## src/rtl/mtimer_irq.sv

```systemverilog
`default_nettype none
// mtimer_irq: memory-mapped RISC-V machine timer (64-bit mtime/mtimecmp) driving a
// registered, level-sensitive machine-timer interrupt; single-cycle register bus.
module mtimer_irq #(
  parameter int unsigned PRESCALE = 1,
  parameter int unsigned ADDR_W   = 5
) (
  input  logic              clk_i,
  input  logic              rst_i,
  input  logic [ADDR_W-1:0] addr_i,
  input  logic [31:0]       wdata_i,
  input  logic              write_i,
  input  logic              read_i,
  output logic [31:0]       rdata_o,
  output logic              rvalid_o,
  output logic              irq_o,
  output logic [63:0]       mtime_o
);

  localparam logic [2:0]  OFF_MTIME_LO    = 3'd0;
  localparam logic [2:0]  OFF_MTIME_HI    = 3'd1;
  localparam logic [2:0]  OFF_MTIMECMP_LO = 3'd2;
  localparam logic [2:0]  OFF_MTIMECMP_HI = 3'd3;
  localparam logic [2:0]  OFF_CTRL        = 3'd4;
  localparam logic [2:0]  OFF_STATUS      = 3'd5;
  localparam logic [15:0] PRESCALE_LAST   = 16'(PRESCALE - 1);

  logic [63:0] mtime;
  logic [63:0] mtimecmp;
  logic [15:0] presc;
  logic        en;
  logic        ie;
  logic [31:0] hi_shadow;
  logic [31:0] rdata;
  logic        rvalid;
  logic        irq;

  logic [2:0]  word;
  logic        tick;
  logic        pending;
  logic        wr_mtime_lo;
  logic        wr_mtime_hi;
  logic        wr_cmp_lo;
  logic        wr_cmp_hi;
  logic        wr_ctrl;
  logic        rd_mtime_lo;
  logic [31:0] rd_mux;

  assign word        = addr_i[4:2];
  assign tick        = en && (presc == PRESCALE_LAST);
  assign pending     = (mtime >= mtimecmp);

  assign wr_mtime_lo = write_i && (word == OFF_MTIME_LO);
  assign wr_mtime_hi = write_i && (word == OFF_MTIME_HI);
  assign wr_cmp_lo   = write_i && (word == OFF_MTIMECMP_LO);
  assign wr_cmp_hi   = write_i && (word == OFF_MTIMECMP_HI);
  assign wr_ctrl     = write_i && (word == OFF_CTRL);
  assign rd_mtime_lo = read_i  && (word == OFF_MTIME_LO);

  logic unused_addr_lo;
  assign unused_addr_lo = ^addr_i[1:0];

  generate
    if (ADDR_W > 5) begin : g_addr_hi
      logic unused_addr_hi;
      assign unused_addr_hi = ^addr_i[ADDR_W-1:5];
    end
  endgenerate

  // Software writes to mtime win over the tick and restart the prescaler period,
  // so a written value is never bumped or carried into on the same edge.
  always_ff @(posedge clk_i or posedge rst_i) begin
    if (rst_i) begin
      mtime <= '0;
      presc <= '0;
    end else if (wr_mtime_lo || wr_mtime_hi) begin
      presc <= '0;
      if (wr_mtime_lo) mtime[31:0]  <= wdata_i;
      if (wr_mtime_hi) mtime[63:32] <= wdata_i;
    end else if (en) begin
      if (tick) begin
        presc <= '0;
        mtime <= mtime + 64'd1;
      end else begin
        presc <= presc + 16'd1;
      end
    end
  end

  always_ff @(posedge clk_i or posedge rst_i) begin
    if (rst_i) begin
      mtimecmp <= '1;
      en       <= 1'b0;
      ie       <= 1'b0;
    end else begin
      if (wr_cmp_lo) mtimecmp[31:0]  <= wdata_i;
      if (wr_cmp_hi) mtimecmp[63:32] <= wdata_i;
      if (wr_ctrl) begin
        en <= wdata_i[0];
        ie <= wdata_i[1];
      end
    end
  end

  // Reads sample pre-edge state, so a same-cycle write is not yet visible.
  always_comb begin
    rd_mux = 32'd0;
    case (word)
      OFF_MTIME_LO:    rd_mux = mtime[31:0];
      OFF_MTIME_HI:    rd_mux = hi_shadow;
      OFF_MTIMECMP_LO: rd_mux = mtimecmp[31:0];
      OFF_MTIMECMP_HI: rd_mux = mtimecmp[63:32];
      OFF_CTRL:        rd_mux = {30'd0, ie, en};
      OFF_STATUS:      rd_mux = {31'd0, pending};
      default:         rd_mux = 32'd0;
    endcase
  end

  always_ff @(posedge clk_i or posedge rst_i) begin
    if (rst_i) begin
      rdata     <= '0;
      rvalid    <= 1'b0;
      hi_shadow <= '0;
    end else begin
      rvalid <= read_i;
      if (read_i) rdata <= rd_mux;
      if (rd_mtime_lo) hi_shadow <= mtime[63:32];
    end
  end

  always_ff @(posedge clk_i or posedge rst_i) begin
    if (rst_i) irq <= 1'b0;
    else       irq <= ie && pending;
  end

  assign rdata_o  = rdata;
  assign rvalid_o = rvalid;
  assign irq_o    = irq;
  assign mtime_o  = mtime;

endmodule
`default_nettype wire

```

## config.mk

```make
export PLATFORM = sky130hd
export DESIGN_NAME = mtimer_irq
export DESIGN_NICKNAME = d
export VERILOG_FILES = /design/src/rtl/mtimer_irq.sv
export SDC_FILE = /design/constraint.sdc
export NUM_CORES = 1
export LEC_CHECK = 0
export ABC_AREA = 1
export CAP_MARGIN = 20
export CORE_MARGIN = 2
export CORE_UTILIZATION = 52
export DETAILED_ROUTE_END_ITERATION = 10
export GPL_TIMING_DRIVEN = 0
export PLACE_DENSITY_LB_ADDON = 0.2
export RECOVER_POWER = 25
export SLEW_MARGIN = 40
export SYNTH_ARGS = -nofsm -noshare
export SYNTH_HDL_FRONTEND = slang
export SYNTH_SLANG_ARGS = --single-unit
```

## constraint.sdc

```tcl
create_clock -name clk_i -period 10 [get_ports clk_i]
set_input_delay 2.5 -clock clk_i [delete_from_list [all_inputs] [get_ports clk_i]]
set_output_delay 2.5 -clock clk_i [all_outputs]
set_load 0.01 [all_outputs]
```

[Yosys cells after proc, flatten, opt, wreduce, memory -nomap -nowiden]
Index checks and enable logic that the tools add are counted.
Cells by class
  add/subtract/negate cells: 2
  magnitude comparators: 1
  equal/unequal tests: 7
  multiplexer cells: 9
  reductions and logical operators: 15
Operator list (number)
  $mux 64: 3
  $pmux 32 s6: 1
  $add 64x1->64 const B: 1
  $ge 64x64->1: 1
  $mux 32: 2
  $mux 16: 3
  $add 16x1->16 const B: 1
  $logic_not 16->1: 1
  $logic_and 1x1->1: 8
  $eq 3x2->1 const B: 2
  $eq 3x3->1 const B: 2
  $reduce_and 3->1: 2
  $ne 2x2->1 const B: 2
  $reduce_bool 2->1: 2
  $eq 3x1->1 const B: 1
  $logic_not 3->1: 1
  $logic_or 1x1->1: 1
Storage, ports and cells
  register bits after elaboration: 212
  bits of input ports: 41
  output and inout bits: 98
  logic and storage cells: 45

[Longest topological paths before layout]
Gate-level depths: netlist of run 1.
  depth in word-level cells: 5
  gate-level depth with buffers: 19
  depth with buffers taken out: 19

[Least setup slack after synthesis of run 1]
No wires, ideal clock.
  kind: in2reg
  from: input addr_i[3]
  to: register mtime[39] (netlist: mtime_o[39])
  setup time: 123 ps
  data arrival time: 3655 ps
  required time: 9877 ps
  path slack: 6222 ps
  stages: 10
  buffers on the path: 2
  path through: nor3_4 nand2_2 nand2_2 inv_2 nand2_2 nand2_1 buf_4 buf_2 nor2_1 a21oi_1
On the way
  word-level cells in the longest chain between the ends: 5
  elaborated cells on any way between the ends: 10
  classes of those cells: eq/ne: 2; mux: 1; reduce/logical: 7
RTL lines
  from (decl): line 10  | input logic [ADDR_W-1:0] addr_i,
  $eq 3x1->1 / $logic_not 3->1 (equally long branches): line 54, 53
  $logic_and 1x1->1 (on tied branches): line 54, 53
  $logic_or 1x1->1: line 76  | end else if (wr_mtime_lo || wr_mtime_hi) begin
  $ne 2x2->1 (no line) / $reduce_bool 2->1 (equally long branches)
  $reduce_and 3->1 (no line)
  to (signal assigned): line 79  | if (wr_mtime_hi) mtime[63:32] <= wdata_i;
  to (signal assigned): line 83  | mtime <= mtime + 64'd1;
  to (decl): line 28  | logic [63:0] mtime;
Several ways; a longest one is shown, not always the timed one.
A chain may end at the register's enable or synchronous reset.

[Final worst setup path of run 1]
  from: input addr_i[3]
  to: register mtimecmp[48]
On the way
  word-level cells in the longest chain between the ends: 2
RTL lines
  $eq 3x2->1: line 56  | assign wr_cmp_hi = write_i && (word == OFF_MTIMECMP_HI);
  $logic_and 1x1->1: line 56
  to (signal assigned): line 97  | if (wr_cmp_hi) mtimecmp[63:32] <= wdata_i;
  to (decl): line 29  | logic [63:0] mtimecmp;
No other way between the ends.

==> flow_summary_export.csv, run 1 <==
group,metric,value,unit
status,status,"finished with violations",
status,violations,"max-capacitance violations, max-slew violations",
floorplanning,die_w,162.3,µm
setup_path,worstPathMaxFanout,10,
floorplanning,initial_core_util,53.24,%
cells_and_area,final_common_cell,"nand2_1",
global_routing,use_met1,53.42,%
clocking,cts.sinks,212,
logic_synthesis,synth_edf_count,0,
logic_synthesis,syn-num-nets,1892,
place,dpl-instance-area,14870,µm²
timing,timing.final.crit_share,51.70,%
setup_path,crit_slowest_cell,"nand2_1",
setup_path,crit_type,"primary input to flop",
timing,hold_viol,0,
clocking,cts-buffers-inserted,24,
pwr,netSwitchingPower,0.001760,W
pwr,ir_drop,0.1677,mV
logic_synthesis,ys.flop_type,"dfrtp_1",
pwr,p_leak,7.319,nW
timing,fmax,193.4,MHz
timing,rsz0062_at_grt,"no",
logic_synthesis,synth-seq-cells,212,
cells_and_area,post-route-util,63.99,%
min_path,hp-class,"flop to flop",
logic_synthesis,synthesis.area,13020,µm²
global_routing,grt-busiest-layer,"met2",
cells_and_area,area_growth,20.20,%
cells_and_area,final_cell_mix,"nand2_1 (494), inv_1 (229), nor2_1 (181)",
logic_synthesis,synthArstFlopShare,100.0,%
floorplanning,fp.dieH,162.3,µm
clocking,post-cts-setup-buffer-count,0,
place,dp_hpwl,40.60,mm
clocking,htree_levels,1,
logic_synthesis,avgSynthCellArea,7.300,µm²
setup_path,crit_path_end_kind,"flop",
place,gp_congestion,1.038,
setup_path,start_kind,"primary input",
routing,drtIter0Drc,1922,
timing,maxSlewViolCount,55,
setup_path,r2r_slack,7.13,ns
cells_and_area,nNetsFinal,2057,
cells_and_area,seqCellArea,5385,µm²
floorplanning,core_area,24460,µm²
run,drv_cap,1,
cells_and_area,multi_input_comb_area,6474,µm²
pwr,internal-power,0.002338,W
global_routing,gr-total-overflow,0,
timing,max_slew_margin,-75.13,%
timing,fin_skew,0.03120,ns
routing,first_pass_iters,6,
pwr,switching_share,42.94,%
logic_synthesis,yosysWarnings,0,
setup_path,crit_top_cell,"nand2_1",
global_routing,grt.met2_usage,63.13,%
pwr,clkPwrFrac,21.6,%
timing,hold_slack,0.4774,ns
logic_synthesis,syn_inst,1784,
cells_and_area,fillers,2129,
floorplanning,io_pins,139,
place,port_buffers,136,
floorplanning,rows,57,
floorplanning,die-area,26330,µm²
pwr,combPwrFrac,41.8,%
clocking,ctsHoldBuffers,0,
global_routing,antenna_found_initial,2,
setup_path,cp_cell_sequence,"dlygate4sd3_1 -> inv_1 -> nor2_1 -> nand2_1 -> inv_1 -> nand2_1 -> clkbuf_1 -> nand2_1 -> o21ai_0",
timing,fin_crit,5.170,ns
clocking,cts_resized,0,
timing,worst_pin_slew,2.613,ns
clocking,insertion_delay,0.55,ns
routing,num_vias,13729,
pwr,power_density,261.8,nW/µm²
timing,fin_setup_tns,0,ns
cells_and_area,postLayoutCellArea,15650,µm²
clocking,cts_tree,"done",
pwr,sequentialPowerShare,36.6,%
routing,routedWlPerCell,23.65,µm
routing,via_per_inst,5.987,
setup_path,cp_slowest_stage_delay,0.64,ns
global_routing,grt_start_max_net_pins,81,
global_routing,grt_use_total,41.30,%
timing,setup_viol,0,
clocking,path_clk_slew,0.06,ns
routing,ant_nets,0,
setup_path,critical_path_required,10.44,ns
setup_path,worst_path_dominant_cell_family,"buffers and inverters",
global_routing,gr-usage-met3,12.31,%
logic_synthesis,yosysSeqAreaShare,41.35,%
routing,drcViolationCount,0,
cells_and_area,drive_above_1_share,8.592,%
global_routing,grt_pass1_vias,13229,
clocking,cts-root-buf,"clkbuf_16",
setup_path,crit_arrival,5.61,ns
routing,wirelength,54.24,mm
global_routing,grt_pass1_wl,80.21,mm
clocking,cts_buffer_depth,3,
setup_path,worstPathBufferInverterCount,4,
logic_synthesis,yosysUniqueCellTypes,46,
metal layers:
layer  vias to the layer above  part of all wire [%]
met5                         -                  0.13
met4                         6                   6.1
met3                       201                    11
met2                       897                    43
met1                      6491                    39
li1                       6134                     -
worst reg2reg max path, cell delays in order (launching register included):
cell,delay (ns)
dfrtp_1,0.54
nand2_1,0.14
nor2_1,0.43
nand2_1,0.30
nor2_1,0.25
nand2_1,0.22
nor2_2,0.30
nand2_1,0.20
xor2_1,0.17
nand2_1,0.07
a21oi_1,0.17
final timing paths:
kind                       startpoint      endpoint  depth (start not counted)
max                         addr_i[3]  mtimecmp[48]                          9
min                        rdata_o[1]    rdata_o[1]                          2
max reg2reg                mtime_o[6]   mtime_o[49]                         10
min reg2reg                rdata_o[1]    rdata_o[1]                          2
max in group asynchronous       rst_i  mtimecmp[55]                          3
min in group asynchronous       rst_i   mtime_o[36]                          2
flip-flops by register name, summed over array words and instances, names as in the netlist:
register   count
en             1
hi_shadow     32
ie             1
irq_o          1
mtime_o       64
mtimecmp      64
presc         16
rdata_o       32
rvalid_o       1
Yosys cell counts (5+ instances only):
cell type / n / area (µm²)
o21ai_0: 166 / 830.8
dfrtp_1: 148 / 3704
a21oi_1: 70 / 350.3
o2111ai_1: 13 / 113.9
inv_2: 9 / 33.78
buf_2: 16 / 80.08
dfstp_2: 64 / 1682
a22oi_1: 5 / 37.54
a221oi_1: 5 / 43.79
nor2_1: 181 / 679.4
clkbuf_1: 37 / 138.9
inv_1: 230 / 863.3
o21ai_1: 24 / 120.1
ha_1: 67 / 838.3
nand2_1: 494 / 1854
nand3_1: 52 / 260.3
o22ai_1: 19 / 118.9
xor2_1: 33 / 289.0
nand4_1: 29 / 181.4
nand2_2: 5 / 31.28
a31oi_1: 15 / 93.84
nor2_2: 5 / 31.28
nor3_1: 45 / 225.2
power by group through the flow:
| stage | logic, W | registers [W] | clock network (W) |
|---|---|---|---|
| global placement | 0.00161 | 0.00149 | 0 |
| floorplan | 0.000916 | 0.00144 | 0 |
| detailed placement | 0.00166 | 0.00149 | 0 |
| finish | 0.00171 | 0.00150 | 0.000885 |
| global route | 0.00188 | 0.00153 | 0.000913 |
| CTS | 0.00167 | 0.00148 | 0.000880 |
stage by stage:
stage / total power [W] / std cells / setup slack (ns)
3_3_place_gp: 0.003091 / 2244 / -0.9713
3_5_place_dp: 0.003145 / 2247 / 4.432
4_1_cts: 0.004034 / 2291 / 4.962
5_1_grt: 0.004321 / 2291 / 4.769
2_1_floorplan: 0.002356 / 1784 / 1.812
6_report: 0.004098 / 2293 / 4.830
final cells by class:
cell class              count  area share (%)
clock buffers              36           4.516
clock inverters             8          0.4317
flip-flops and latches    212           34.40
multi-input cells        1271           41.36
repair buffers            139           9.097
diodes                      2         0.03197
inverters                 240           5.763
well taps                 324           2.590
plain buffers              61           1.807
kinds of logic after synthesis:
family	Yosys count	share of synthesized area (%)
AOI/OAI and AO/OA	333	14.07
xor gates and xnor gates	37	2.488
adders and majority gates	67	6.437
buffers and inverters	301	8.974
DFF	212	41.35
muxes	4	0.3459
and+or+nand+nor	830	26.34
(Power assumes the default switching activity.)
==> inputs of run 2 (changes only) <==
- clock period: 10 -> 5.1 ns (I/O delays scaled with it)
==> flow_summary_export.csv, run 2 (synthesis gave the netlist of run 1 again) <==
group,metric,value,unit
status,status,"completed",
clocking,post-cts-setup-buffer-count,0,
pwr,power_density,508.7,nW/µm²
clocking,cts-buffers-inserted,24,
setup_path,crit_top_cell,"nand2_1",
setup_path,crit_path_start,"addr_i[4]",
routing,wirelength,53.44,mm
floorplanning,die-area,26330,µm²
timing,timing.final.crit_share,78.85,%
clocking,insertion_delay,0.54,ns
routing,routedWlPerCell,23.25,µm
setup_path,start_kind,"primary input",
routing,num_vias,13681,
pwr,p_leak,7.339,nW
setup_path,r2r-start,"mtimecmp[55]",
cells_and_area,fillers,2177,
run,drv_cap,0,
clocking,cts-root-buf,"clkbuf_16",
timing,maxSlewViolCount,0,
cells_and_area,fin_cells,2299,
cells_and_area,antenna_cells,0,
setup_path,rr_worst_depth,15,
timing,fmax,248.7,MHz
clocking,cts_resized,0,
timing,fin_skew,0.01790,ns
place,gp_congestion,1.112,
cells_and_area,nNetsFinal,2065,
timing,hold_viol,0,
cells_and_area,drive_above_1_share,8.456,%
global_routing,gr-total-overflow,0,
clocking,ctsHoldBuffers,0,
min_path,hold_path_end,"rdata_o[2]",
timing,worst_pin_slew,1.360,ns
min_path,hp-class,"flop to flop",
global_routing,grt_pass1_vias,13311,
place,dp_hpwl,40.76,mm
floorplanning,rows,57,
floorplanning,core_area,24460,µm²
floorplanning,initial_core_util,53.24,%
timing,worst_slack,1.079,ns
pwr,p_total,0.007992,W
global_routing,antenna_found_initial,0,
place,port_buffers,136,
global_routing,grt_start_max_net_pins,27,
clocking,cts_tree,"done",
setup_path,worst_path_dominant_cell_family,"simple AND/OR/NAND/NOR gates",
setup_path,critical_path_required,5.54,ns
global_routing,grt_use_total,40.86,%
global_routing,grt_pass1_wl,79.90,mm
setup_path,crit_path_end_kind,"flop",
timing,fin_crit,4.021,ns
routing,drtIter0Drc,1768,
cells_and_area,area_growth,20.64,%
timing,rsz0062_at_grt,"no",
min_path,hold_depth,2,
setup_path,worstPathMaxFanout,10,
routing,ant_nets,0,
setup_path,crit_slowest_cell,"nand2_1",
place,placed_cells,2255,
place,place_ws,0.7689,ns
routing,first_pass_iters,6,
floorplanning,io_pins,139,
cells_and_area,final_cell_mix,"nand2_1 (494), inv_1 (229), nor2_1 (181)",
cells_and_area,post-route-util,64.22,%
routing,drcViolationCount,0,
timing,setup_viol,0,
floorplanning,die_w,162.3,µm
setup_path,crit_arrival,4.46,ns
setup_path,cp_cell_sequence,"clkdlybuf4s50_1 -> nor2_1 -> nand2_1 -> inv_1 -> nand2_1 -> clkbuf_1 -> nand2_1 -> o21ai_0",
clocking,htree_levels,1,
timing,max_slew_margin,9.328,%
clocking,cts.sinks,212,
routing,via_per_inst,5.951,
setup_path,crit_type,"primary input to flop",
setup_path,r2r_slack,2.20,ns
clocking,path_clk_slew,0.06,ns
floorplanning,fp.dieH,162.3,µm
cells_and_area,multi_input_comb_area,6474,µm²
cells_and_area,final_common_cell,"nand2_1",
pwr,ir_drop,0.3064,mV
cells_and_area,seqCellArea,5385,µm²
setup_path,reg2reg_to,"rdata_o[0]",
min_path,hp-start,"rdata_o[2]",
setup_path,cp_slowest_stage_delay,0.67,ns
setup_path,worstPathBufferInverterCount,3,
clocking,cts_buffer_depth,3,
## run 2: changes by cell type in the layout (fill, tap and decap cells not counted), sizes merged
cell | previous run | this run
clkinvlp | 2 | 1
diode | 2 | 0
buf | 26 | 30
clkdlybuf4s50 | 133 | 134
bufinv | 1 | 0
clkinv | 7 | 5
dlygate4sd3 | 3 | 2
clkbuf | 74 | 82
## run 2: layer usage
metal / vias to the layer above / wire length (µm) / GRT usage [%] / part of all wire (%)
met1: 6533 / 21340 / 54.49 / 40
met4: 0 / 3167 / 21.44 / 5.9
met2: 828 / 23090 / 61.62 / 43
li1: 6154 / - / - / -
met3: 166 / 5849 / 10.24 / 11
met5: - / 0 / 0 / 0
## run 2: through the flow
stage	hold slack, ns	cell area (µm²)	TNS (ns)
floorplan	0.4530	13030	0
global placement	0.4617	14790	-86.59
detailed placement	0.4641	15040	0
CTS	0.4811	15810	0
global route	0.4935	15710	0
finish	0.4777	15710	0
## run 2: layout make-up
class / count / share of cell area [%]
Buffer: 61 / 1.776
Clock buffer: 40 / 4.723
Clock inverter: 4 / 0.1274
Inverter: 240 / 5.742
Multi-Input combinational cell: 1271 / 41.21
Sequential cell: 212 / 34.28
Tap cell: 324 / 2.580
Timing Repair Buffer: 147 / 9.565
## run 2: how the worst max path moves through the flow
| stage | slack [ns] | end | cells after the start |
|---|---|---|---|
| after CTS | 1.31 | mtimecmp[41] | 8 |
| after floorplan | 1.12 | en | 1 |
| after global routing | 0.81 | ie | 4 |
| after detailed placement | 0.77 | mtimecmp[41] | 7 |
| after global placement | -0.61 | rdata_o[27] | 2 |
| final | 1.08 | mtimecmp[44] | 8 |
## run 2: worst reg2reg max path, cell delays in order (launching register included)
cell and delay (ns):
dfstp_2 0.53, inv_1 0.06, ha_1 0.29, nand2_1 0.08, nor2_1 0.21, nor3b_1 0.77, nand2_1 0.16, nor2_1 0.13
nand2_1 0.05, nand2_1 0.14, nor2_1 0.07, nand2_1 0.06, nand2_1 0.06, nand2_1 0.09, nand2_1 0.06, nand2_1 0.08
## run 2: power by group
group	internal, W	switching, W
sequential	0.00223	0.000716
clock	0.000986	0.000728
combinational	0.00135	0.00198
total	0.00457	0.00343
==> inputs of run 3 (changes only) <==
- clock period: 5.1 -> 3.9 ns (I/O delays scaled with it)
==> flow_summary_export.csv, run 3 (synthesis gave the netlist of run 1 again) <==
group,metric,value,unit
pwr,ir_drop,0.4005,mV
routing,num_vias,13724,
timing,fin_crit,3.739,ns
cells_and_area,fin_cells,2299,
clocking,cts_buffer_depth,3,
cells_and_area,postLayoutCellArea,15720,µm²
clocking,htree_levels,1,
floorplanning,die_w,162.3,µm
cells_and_area,area_growth,20.71,%
timing,timing.final.crit_share,95.87,%
routing,via_per_inst,5.970,
floorplanning,io_pins,139,
global_routing,grt_pass1_vias,13311,
place,place_ws,-0.1311,ns
floorplanning,die-area,26330,µm²
cells_and_area,antenna_cells,0,
run,drv_cap,0,
timing,fmax,267.5,MHz
clocking,post-cts-setup-buffer-count,0,
clocking,cts-root-buf,"clkbuf_16",
setup_path,worstPathMaxFanout,10,
global_routing,gr-total-overflow,0,
clocking,insertion_delay,0.54,ns
clocking,cts.sinks,212,
routing,routedWlPerCell,23.23,µm
routing,drtIter0Drc,1784,
setup_path,crit_arrival,4.17,ns
cells_and_area,nNetsFinal,2065,
setup_path,start_kind,"primary input",
global_routing,antenna_found_initial,0,
floorplanning,initial_core_util,53.24,%
timing,max_slew_margin,9.535,%
global_routing,grt_start_max_net_pins,27,
setup_path,crit_path_end_kind,"flop",
min_path,hold_depth,2,
timing,maxSlewViolCount,0,
setup_path,rr_worst_depth,15,
routing,first_pass_iters,6,
global_routing,grt_pass1_wl,79.90,mm
cells_and_area,post-route-util,64.26,%
place,port_buffers,136,
cells_and_area,drive_above_1_share,8.456,%
place,dp_hpwl,40.76,mm
place,gp_congestion,1.112,
routing,wirelength,53.41,mm
timing,hold_slack,0.4776,ns
timing,hold_viol,0,
timing,worst_slack,0.1611,ns
floorplanning,core_area,24460,µm²
status,status,"completed",
routing,ant_nets,0,
pwr,power_density,664.7,nW/µm²
clocking,cts_tree,"done",
clocking,path_clk_slew,0.06,ns
cells_and_area,final_common_cell,"nand2_1",
setup_path,critical_path_required,4.33,ns
timing,worst_pin_slew,1.357,ns
floorplanning,fp.dieH,162.3,µm
place,dpl-instance-area,15040,µm²
setup_path,crit_type,"primary input to flop",
timing,fin_skew,0.01611,ns
timing,rsz0062_at_grt,"no",
min_path,hp-class,"flop to flop",
clocking,cts_resized,0,
floorplanning,rows,57,
routing,drcViolationCount,0,
global_routing,grt_use_total,40.86,%
place,placed_cells,2255,
cells_and_area,final_cell_mix,"nand2_1 (494), inv_1 (229), nor2_1 (181)",
pwr,p_leak,7.351,nW
clocking,ctsHoldBuffers,0,
timing,setup_viol,0,
clocking,cts-buffers-inserted,24,
==> run 3: cell types whose count changed in the layout (fill, tap and decap cells not counted), sizes merged <==
cell          delta
clkbuf           -1
dlymetal6s2s     +1
==> run 3: area by class of cell <==
class                      instances  area [µm²]
buffer                            61       279.0
tap                              324       405.4
timing repair buffer             147        1511
multi-input combinational       1271        6474
clock buffer                      40       742.0
clock inverter                     4       20.02
fill                            2177        8743
inverter                         240       902.1
sequential                       212        5385
==> run 3: critical path, stage by stage <==
cell and delay (ns):
clkdlybuf4s50_1 0.65, nor2_1 0.11, nand2_1 0.65, inv_1 0.33, nand2_1 0.67, clkbuf_1 0.57, o21ai_0 0.20
==> run 3: worst paths after layout <==
path / start / slack, ns / endpoint
setup / recovery: addr_i[4] / 0.16 / mtimecmp[41]
hold reg to reg: rdata_o[2] / 0.48 / rdata_o[2]
setup reg to reg: mtimecmp[55] / 1.01 / rdata_o[0]
hold / removal: rdata_o[2] / 0.48 / rdata_o[2]
min in group asynchronous: rst_i / 0.82 / rdata_o[10]
max in group asynchronous: rst_i / 0.48 / mtimecmp[26]
==> run 3: per-stage QoR <==
step | TNS, ns | total power, W
final | 0 | 0.01045
after global placement | -248.56 | 0.007909
after floorplan | 0 | 0.006042
after detailed placement | -1.654 | 0.008071
after global routing | 0 | 0.01104
after CTS | 0 | 0.01032
==> run 3: where the power goes <==
part           leakage, nW  switching [W]  internal, W  total (W)
Clock                0.377       0.000949      0.00129    0.00224
Combinational         4.47        0.00260      0.00177    0.00437
Sequential            2.50       0.000929      0.00291    0.00384
Total                 7.35        0.00447      0.00597     0.0104
==> run 3: per-layer routing <==
metal  GRT usage, %  share of wire, %  vias to the layer above
met4          21.44               6.0                        0
li1               -                 -                     6155
met5              0                 0                        -
met2          61.62                43                      866
met1          54.49                40                     6525
met3          10.24                11                      178
